File: src/rtl/sm4_key_cache.sv
// Key-tag cache for the SM4 datapath: maps a key to the way holding its
// expanded round keys, allocating a victim way on a miss.
module sm4_key_cache #(
    parameter int unsigned entries_p   = 4,
    parameter int unsigned key_width_p = 128,
    parameter int unsigned repl_mode_p = 1,
    parameter int unsigned cnt_width_p = 16
) (
    input  logic                         clk_i,
    input  logic                         reset_n_i,
    input  logic [key_width_p-1:0]       key_i,
    input  logic                         v_i,
    output logic                         ready_o,
    output logic                         v_o,
    input  logic                         yumi_i,
    output logic                         hit_o,
    output logic [$clog2(entries_p)-1:0] way_o,
    input  logic                         invalidate_i,
    output logic [entries_p-1:0]         valid_o,
    output logic [cnt_width_p-1:0]       hit_cnt_o,
    output logic [cnt_width_p-1:0]       miss_cnt_o
);

    localparam int unsigned WayW = $clog2(entries_p);

    typedef enum logic [0:0] {StIdle, StResp} state_e;

    state_e                 state_q, state_d;
    logic [key_width_p-1:0] tag_q [entries_p];
    logic [key_width_p-1:0] tag_d [entries_p];
    logic [WayW-1:0]        age_q [entries_p];
    logic [WayW-1:0]        age_d [entries_p];
    logic [entries_p-1:0]   valid_q, valid_d;
    logic [WayW-1:0]        rr_q, rr_d;
    logic                   hit_q, hit_d;
    logic [WayW-1:0]        way_q, way_d;
    logic [cnt_width_p-1:0] hit_cnt_q, hit_cnt_d;
    logic [cnt_width_p-1:0] miss_cnt_q, miss_cnt_d;

    logic                   accept;
    logic [entries_p-1:0]   eff_valid;
    logic                   hit;
    logic                   any_inv;
    logic [WayW-1:0]        hit_way, inv_way, lru_way, victim, touch_way;

    assign ready_o    = (state_q == StIdle);
    assign v_o        = (state_q == StResp);
    assign hit_o      = hit_q;
    assign way_o      = way_q;
    assign valid_o    = valid_q;
    assign hit_cnt_o  = hit_cnt_q;
    assign miss_cnt_o = miss_cnt_q;
    assign accept     = v_i & ready_o;

    // Tag match and victim selection against the post-invalidate view.
    always_comb begin
        eff_valid = invalidate_i ? '0 : valid_q;
        hit       = 1'b0;
        any_inv   = 1'b0;
        hit_way   = '0;
        inv_way   = '0;
        lru_way   = '0;
        // Descending scan so the lowest index wins.
        for (int i = entries_p - 1; i >= 0; i--) begin
            if (eff_valid[i] && (tag_q[i] == key_i)) begin
                hit     = 1'b1;
                hit_way = WayW'(i);
            end
            if (!eff_valid[i]) begin
                any_inv = 1'b1;
                inv_way = WayW'(i);
            end
            if (age_q[i] == WayW'(entries_p - 1)) begin
                lru_way = WayW'(i);
            end
        end
        if (any_inv) begin
            victim = inv_way;
        end else if (repl_mode_p == 1) begin
            victim = lru_way;
        end else begin
            victim = rr_q;
        end
        touch_way = hit ? hit_way : victim;
    end

    // Next-state: FSM, result capture, install, LRU touch and statistics.
    always_comb begin
        state_d    = state_q;
        valid_d    = invalidate_i ? '0 : valid_q;
        tag_d      = tag_q;
        age_d      = age_q;
        rr_d       = rr_q;
        hit_d      = hit_q;
        way_d      = way_q;
        hit_cnt_d  = hit_cnt_q;
        miss_cnt_d = miss_cnt_q;

        unique case (state_q)
            StIdle:  if (v_i) state_d = StResp;
            StResp:  if (yumi_i) state_d = StIdle;
            default: state_d = StIdle;
        endcase

        if (accept) begin
            hit_d = hit;
            way_d = touch_way;
            if (hit) begin
                if (hit_cnt_q != '1) hit_cnt_d = hit_cnt_q + cnt_width_p'(1);
            end else begin
                // Install wins over a same-cycle invalidate for this way.
                tag_d[victim]   = key_i;
                valid_d[victim] = 1'b1;
                if (miss_cnt_q != '1) miss_cnt_d = miss_cnt_q + cnt_width_p'(1);
                if (!any_inv && (repl_mode_p == 0)) rr_d = rr_q + WayW'(1);
            end
            if (repl_mode_p == 1) begin
                for (int i = 0; i < entries_p; i++) begin
                    if (WayW'(i) == touch_way) begin
                        age_d[i] = '0;
                    end else if (age_q[i] < age_q[touch_way]) begin
                        age_d[i] = age_q[i] + WayW'(1);
                    end
                end
            end
        end
    end

    // State registers with asynchronous active-low reset.
    always_ff @(posedge clk_i or negedge reset_n_i) begin
        if (!reset_n_i) begin
            state_q    <= StIdle;
            valid_q    <= '0;
            rr_q       <= '0;
            hit_q      <= 1'b0;
            way_q      <= '0;
            hit_cnt_q  <= '0;
            miss_cnt_q <= '0;
            for (int i = 0; i < entries_p; i++) begin
                tag_q[i] <= '0;
                age_q[i] <= WayW'(i);
            end
        end else begin
            state_q    <= state_d;
            valid_q    <= valid_d;
            rr_q       <= rr_d;
            hit_q      <= hit_d;
            way_q      <= way_d;
            hit_cnt_q  <= hit_cnt_d;
            miss_cnt_q <= miss_cnt_d;
            tag_q      <= tag_d;
            age_q      <= age_d;
        end
    end

endmodule

File: config.mk
export PLATFORM = sky130hd
export DESIGN_NAME = sm4_key_cache
export DESIGN_NICKNAME = d
export VERILOG_FILES = /design/src/rtl/sm4_key_cache.sv
export SDC_FILE = /design/constraint.sdc
export NUM_CORES = 2
export LEC_CHECK = 0
export BUFFER_PORTS_ARGS = -buffer_cell sky130_fd_sc_hd__buf_2
export CELL_PAD_IN_SITES_DETAIL_PLACEMENT = 0
export CELL_PAD_IN_SITES_GLOBAL_PLACEMENT = 1
export CORE_ASPECT_RATIO = 1.2
export CORE_MARGIN = 3
export CORE_UTILIZATION = 52
export CTS_CLUSTER_SIZE = 20
export DETAILED_ROUTE_END_ITERATION = 8
export PLACE_DENSITY_LB_ADDON = 0.15
export SYNTH_ARGS = -nofsm -noshare
export SYNTH_HDL_FRONTEND = slang
export SYNTH_SLANG_ARGS = --single-unit
File: constraint.sdc
create_clock -name clk_i -period 8.8 [get_ports clk_i]
set_input_delay 0.44 -clock clk_i [delete_from_list [all_inputs] [get_ports clk_i]]
set_output_delay 0.44 -clock clk_i [all_outputs]
set_load 0.03 [all_outputs]
==> Word level (Yosys, flattened, before mapping) <==
Index checks and enable logic that the tools add are counted.
{ "totals": {"regBits": 560, "input_bits": 133, "output_inout_bits": 41, "elab_cells": 110} }
{ "classes": {"addsub": 6, "magnitude_cmp": 9, "eq_ne": 13, "n_mux": 44, "bitwise_logic": 6, "reduce_logical": 18} }
{ "op_table": {"columns": ["cell", "n"], "rows": [
  ["$bwmux W512", 1],
  ["$eq A128 B128 Y1", 4],
  ["$demux W128 S2", 1],
  ["$mux W128", 1],
  ["$mux W2", 24],
  ["$add A16 B1 Y16 const B", 2],
  ["$ne A16 B16 Y1 const B", 2],
  ["$mux W4", 3],
  ["$mux W1", 11],
  ["$reduce_and A2 Y1", 5],
  ["$add A2 B1 Y2 const B", 4],
  ["$eq A2 B2 Y1 const B", 4],
  ["$lt A2 B2 Y1", 4],
  ["$reduce_bool A2 Y1", 4],
  ["$ge A3 B3 Y1 const B", 2],
  ["$logic_and A1 B1 Y1", 6],
  ["$not A2 Y3", 2],
  ["$reduce_and A3 Y1", 2],
  ["$bmux W2 S2", 1],
  ["$eq A2 B2 Y1 const A", 2],
  ["$or A4 B4 Y4", 1],
  ["$lt A2 B3 Y1 const B", 1],
  ["$lt A3 B1 Y1 const B", 1],
  ["$demux W1 S2", 1],
  ["other kinds (6)", 7]
]} }

==> Longest topological paths before layout <==
{ "depth": {"depth_word": 14, "mapped_depth": 15, "mapped_depth_nobuf": 12} }

==> Worst setup path after synthesis <==
No wires, ideal clock.
{ "synth_timing": {"path_kind": "input to register", "startpoint": "in key_i[6]", "endpoint": "reg age_q[3] in the netlist's numbering", "setup_ns": 0.083, "arrival_time_ns": 3.689, "required_time_ns": 8.717, "path_slack_ns": 5.028, "cell_stages": 13, "path_buffers": 2, "path_cell_list": "buf_2 > xor2_1 > nor4_2 > nand4_1 > or4_1 > or4_4 > and3_4 > or2_0 > buf_2 > a211o_1 > and2_4 > or3_1 > o311a_1"} }
{ "synth_via": {"elab_chain_cells": 14, "word_cells_on_any_way": 26, "classes_between": "order compare: 1; eq/ne: 5; mux: 13; bitwise: 1; reduce/logical: 6"} }
{ "synth_lines": {"columns": ["element", "line_no", "rtl"], "rows": [
  ["start, declared", "11", "input logic [key_width_p-1:0] key_i,"],
  ["$eq A128 B128 Y1", "65", "if (eff_valid[i] && (tag_q[i] == key_i)) begin"],
  ["$logic_and A1 B1 Y1", "65", null],
  ["$mux W2 or $mux W1 (tied branches) (4 in a row)", "65", null],
  ["$mux W2 (*)", "84", "touch_way = hit ? hit_way : victim;"],
  ["$not A2 Y3 (not written as such)", "121", "end else if (age_q[i] < age_q[touch_way]) begin"],
  ["$bmux W2 S2", "121", null],
  ["$mux W2 (not written as such) (2 in a row)", "121", null],
  ["$lt A2 B2 Y1", "121", null],
  ["$reduce_bool A2 Y1 (no line)", null, null],
  ["$reduce_and A2 Y1 (no line)", null, null],
  ["end signal, assigned by index", "141", "age_q[i] <= WayW'(i);"],
  ["end signal, assigned", "152", "age_q <= age_d;"],
  ["end, declared", "31", "logic [WayW-1:0] age_q [entries_p];"]
]} }
Mark *: on every way between the ends. The rest lies on a longest branch, timed or not. The select of a mux whose other input is x is not followed.
A chain may end at the register's enable or synchronous reset.

==> Worst setup path in the final report <==
{ "layout_timing": {"startpoint": "reg tag_q[24] in the netlist's numbering", "endpoint": "reg tag_q[188] in the netlist's numbering"} }
{ "layout_via": {"elab_chain_cells": 8} }
{ "layout_lines": {"columns": ["element", "line_no", "rtl"], "rows": [
  ["start, declared", "29", "logic [key_width_p-1:0] tag_q [entries_p];"],
  ["start signal, assigned", "151", "tag_q <= tag_d;"],
  ["$eq A128 B128 Y1", "65", null],
  ["$logic_and A1 B1 Y1", "65", null],
  ["$mux W1 (4 in a row)", "65", null],
  ["$not A1 Y1 (no line)", null, null],
  ["$reduce_and A2 Y1 (no line)", null, null]
]} }
Every way passes these cells.

==> implementation parameters <==
Parameter                              Value

Outcome
  Outcome ... finished, final reports clean

Route
  Total number of vias ... 20700
  Wirelength per Cell ... around 30 µm
  Drt via density ... 6.02
  Remaining routing DRC violations ... 0
  Number of iterations in the first detailed-routing pass ... 6
  Post-detailed-routing wire length ... 101000 µm
  Number of nets still failing antenna checks after routing ... 0
  Detailed router's first-iteration violation count ... approximately 1600

Global routing
  Global-route wire length before repair ... roughly 140000 µm
  Overall global routing resource usage ... about 34%
  Met2 demand-to-capacity share in global routing ... between 50% and 60%
  Largest net degree at the start of global routing ... roughly 180
  Number of global-route vias before repair ... about 21000
  Global route overflow ... 0
  Initial antenna violation count ... 4
  Met1 GRT Util ... about 42%
  Most crowded layer after global routing ... met2
  Grt met3 use ... 5.36%

Synth
  Share of flip-flops with an asynchronous set or reset ... 100%
  Gate Count Post-Synth ... 2607
  Mean post-synth cell area ... 11.2 µm²
  Warnings, synthesis ... 0
  Number of nets produced by synthesis ... approximately 2700
  Distinct cell type count of the synthesized netlist ... 77
  Primary flip-flop cell chosen by synthesis mapping ... dfrtp_1
  Syn Std Cell Area ... 0.0292 mm²
  Sequential-to-total area share from yosys stat ... between 40% and 50%
  Register bit count reported by yosys ... between 500 and 600
  Number of enable-type register cells in the synthesized netlist ... 0

Placed design
  Routability congestion estimate ... between 1 and 1.5
  Buffers added on ports ... between 150 and 200
  Hpwl dp ... around 76000 µm
  Setup Slack @ Placement ... slightly above 3 ns

Worst setup path
  Startpoint of the lowest-slack register-to-register path ... tag_q[24]
  Required time of the critical path ... between 9 and 10 ns
  R2R Setup Slk ... 3.24 ns
  Biggest fanout along the worst timing path ... 82
  Launching element type of the critical path ... flop
  Arrival time worst endpoint ... ~6.1 ns
  Cells on worst reg2reg path ... 10
  Setup Crit Path Kind ... flop to flop
  Endpoint class of the critical path ... flop
  End of the worst register-to-register path ... tag_q[188]

Pwr
  Power per Cell Area ... between 200 and 300 mW/mm²
  Static leakage power ... approximately 15 nW
  Peak ir drop on the vdd network ... ~0.19 mV

Cells and area
  Top library cells by usage in the layout, fill and taps aside ... dfrtp_1 (556), mux2_2 (433), xor2_1 (285)
  Layout cells sized above 1 ... around 27%
  Most frequent standard cell in the layout excluding fill and tap cells ... dfrtp_1
  Area of the multi-input gates ... 0.0140 mm²
  Diode insertion count for antenna repair ... 0
  Layout-stage area growth over the synthesis result ... 10.9%
  Finished Core Util ... between 50% and 60%
  Layout net count ... roughly 2800
  FF/Latch Area ... around 0.014 mm²
  Number of filler instances in the final layout ... 4659

Die
  Die Width ... 222 µm
  DIE AREA ... around 0.059 mm²
  Ports placed on the boundary ... 174
  Area of the placeable core ... between 0.05 and 0.06 mm²
  FP Rows ... 94
  Initial core utilization ... ~53%
  Die height ... about 270 µm

Clock network
  Post-CTS repair timing setup buffer count ... 0
  Buffer depth of the longest clock path ... 3
  Total of cells resized after clock tree synthesis ... 0
  Cts-stage hold buffer count ... 2
  CTS tree ... done
  Total CTS buffers ... 59
  Clock root buffer master ... clkbuf_16
  Clock sink count ... 560
  Clk_lat worst skew ... 0.64 ns
  Clock transition at path regs ... approximately 0.060 ns
  Number of levels in the clock H-tree ... 2

Run
  Max-capacitance violation count ... 0

Worst hold path
  Hold path start ... key_i[63]
  Hold EP ... tag_q[63]
  Tightest Hold Check Type ... input port to flop
  Instance count along the most critical hold path ... 2

Timing
  Slew of the pin with the lowest slew margin ... around 1.2 ns
  Final hold violation count ... 0
  Share of the cycle needed by the critical path after routing ... between 60% and 70%
  Slew Viols, Final ... 0
  Relative slew margins ... about a fifth
  Final setup violation count ... 0
  Fmax ... ~180 MHz
  Minimum setup slack in the final design ... about 3.2 ns
  Worst setup skew after layout ... between 0.02 and 0.03 ns
  Setup repair after global routing missed its margin ... false
  Final worst path period need ... approximately 5.6 ns
  Sum of negative setup slack ... 0 ns
per-layer routing:
| layer | routed length (µm) | vias up | part of all wire [%] |
|---|---|---|---|
| li1 | - | 9232 | - |
| met1 | 40000 | 10700 | 40 |
| met2 | 48500 | 618 | 48 |
| met3 | 5640 | 208 | 5.6 |
| met4 | 7070 | 2 | 7.0 |
| met5 | 13 | - | 0.013 |
logic make-up (layout without fill, tap and decap cells):
kind of cell	after synthesis	in the layout	synth area share, %
compound gates	232	232	5.42
simple gates	707	707	13.8
fa+ha+maj	6	6	0.257
flops	560	560	48.1
xor+xnor	392	392	11.8
mux	433	433	16.7
buf+inv	277	392	4.01
power by group:
group	switching, W	internal (W)	total [W]	leakage, nW
Clock	0.00109	0.00150	0.00259	0.995
Sequential	0.000473	0.00321	0.00369	7.12
Combinational	0.00122	0.000944	0.00217	6.56
Total	0.00279	0.00566	0.00844	14.7
Yosys cell counts, drive strengths merged, types with 3 or more instances:
| cell type | number | area share [%] |
|---|---|---|
| a2111oi | 28 | 0.84 |
| nor2b | 157 | 3.4 |
| nand4 | 69 | 1.5 |
| o31ai | 3 | 0.077 |
| mux2 | 433 | 17 |
| nand4b | 10 | 0.30 |
| and3 | 9 | 0.21 |
| o2111ai | 7 | 0.21 |
| clkbuf | 124 | 1.6 |
| ha | 6 | 0.26 |
| a2bb2oi | 4 | 0.12 |
| dfstp | 4 | 0.36 |
| o31a | 3 | 0.090 |
| nor2 | 67 | 0.86 |
| a221oi | 7 | 0.21 |
| o22ai | 15 | 0.32 |
| o21ai | 100 | 1.7 |
| a21boi | 3 | 0.077 |
| or3 | 8 | 0.17 |
| nor4bb | 3 | 0.10 |
| inv | 92 | 1.2 |
| a211o | 3 | 0.090 |
| nor3 | 31 | 0.53 |
| xnor2 | 107 | 3.2 |
| a21oi | 12 | 0.21 |
| o2111a | 6 | 0.23 |
| o211ai | 6 | 0.15 |
| nand3 | 31 | 0.53 |
| buf | 61 | 1.2 |
| nor4 | 127 | 2.8 |
| a211oi | 5 | 0.13 |
| nor4b | 8 | 0.24 |
| nand2b | 47 | 1.0 |
| xor2 | 285 | 8.6 |
| nand2 | 115 | 1.5 |
| or4 | 13 | 0.35 |
| dfrtp | 556 | 48 |
| and4 | 3 | 0.090 |
cell type report:
cell class,instances,area share (%)
clock buffers,86,5.28
clock inverters,25,0.898
inverters,92,1.07
multi-input cells,1770,43.3
flip-flops and latches,560,43.4
well taps,720,2.79
repair buffers,189,3.29
sequential cells by signal, summed over array words and instances, names as in the netlist:
register,count
valid_o,4
age_q,8
hit_o,1
miss_cnt_o,16
tag_q,512
hit_cnt_o,16
v_o,1
way_o,2
how the worst max path moves through the flow:
stage,from,endpoint,slack [ns],depth (start not counted)
final,tag_q[24],tag_q[188],3.24,10
after global routing,tag_q[24],tag_q[188],3.07,10
after CTS,tag_q[24],tag_q[188],3.31,10
after detailed placement,key_i[24],tag_q[188],3.09,11
after global placement,key_i[24],tag_q[232],2.66,11
after floorplan,key_i[6],age_q[3],5.03,13
through the flow:
| step | std cells | total power (W) | hold WS (ns) | area, µm² |
|---|---|---|---|---|
| finish | 3442 | 0.00844 | 0.124 | 32300 |
| global route | 3442 | 0.00883 | 0.119 | 32300 |
| CTS | 3442 | 0.00847 | 0.0952 | 32300 |
| detailed placement | 3329 | 0.00586 | 0.465 | 30300 |
| global placement | 3329 | 0.00578 | 0.460 | 30300 |
| floorplan | 2607 | 0.00506 | 0.144 | 29200 |
worst max-delay path: stages, from the launching register on:
cell     delay, ns
dfrtp_1       0.38
xor2_1        0.24
nor4_1        0.75
nand4_1       0.55
nor4_2        0.92
nand4_1       0.24
o21ai_1       0.19
or3_1         0.32
or3_4         0.85
buf_12        0.46
mux2_2        0.41
Note: power is estimated with default switching activity, not from simulation.
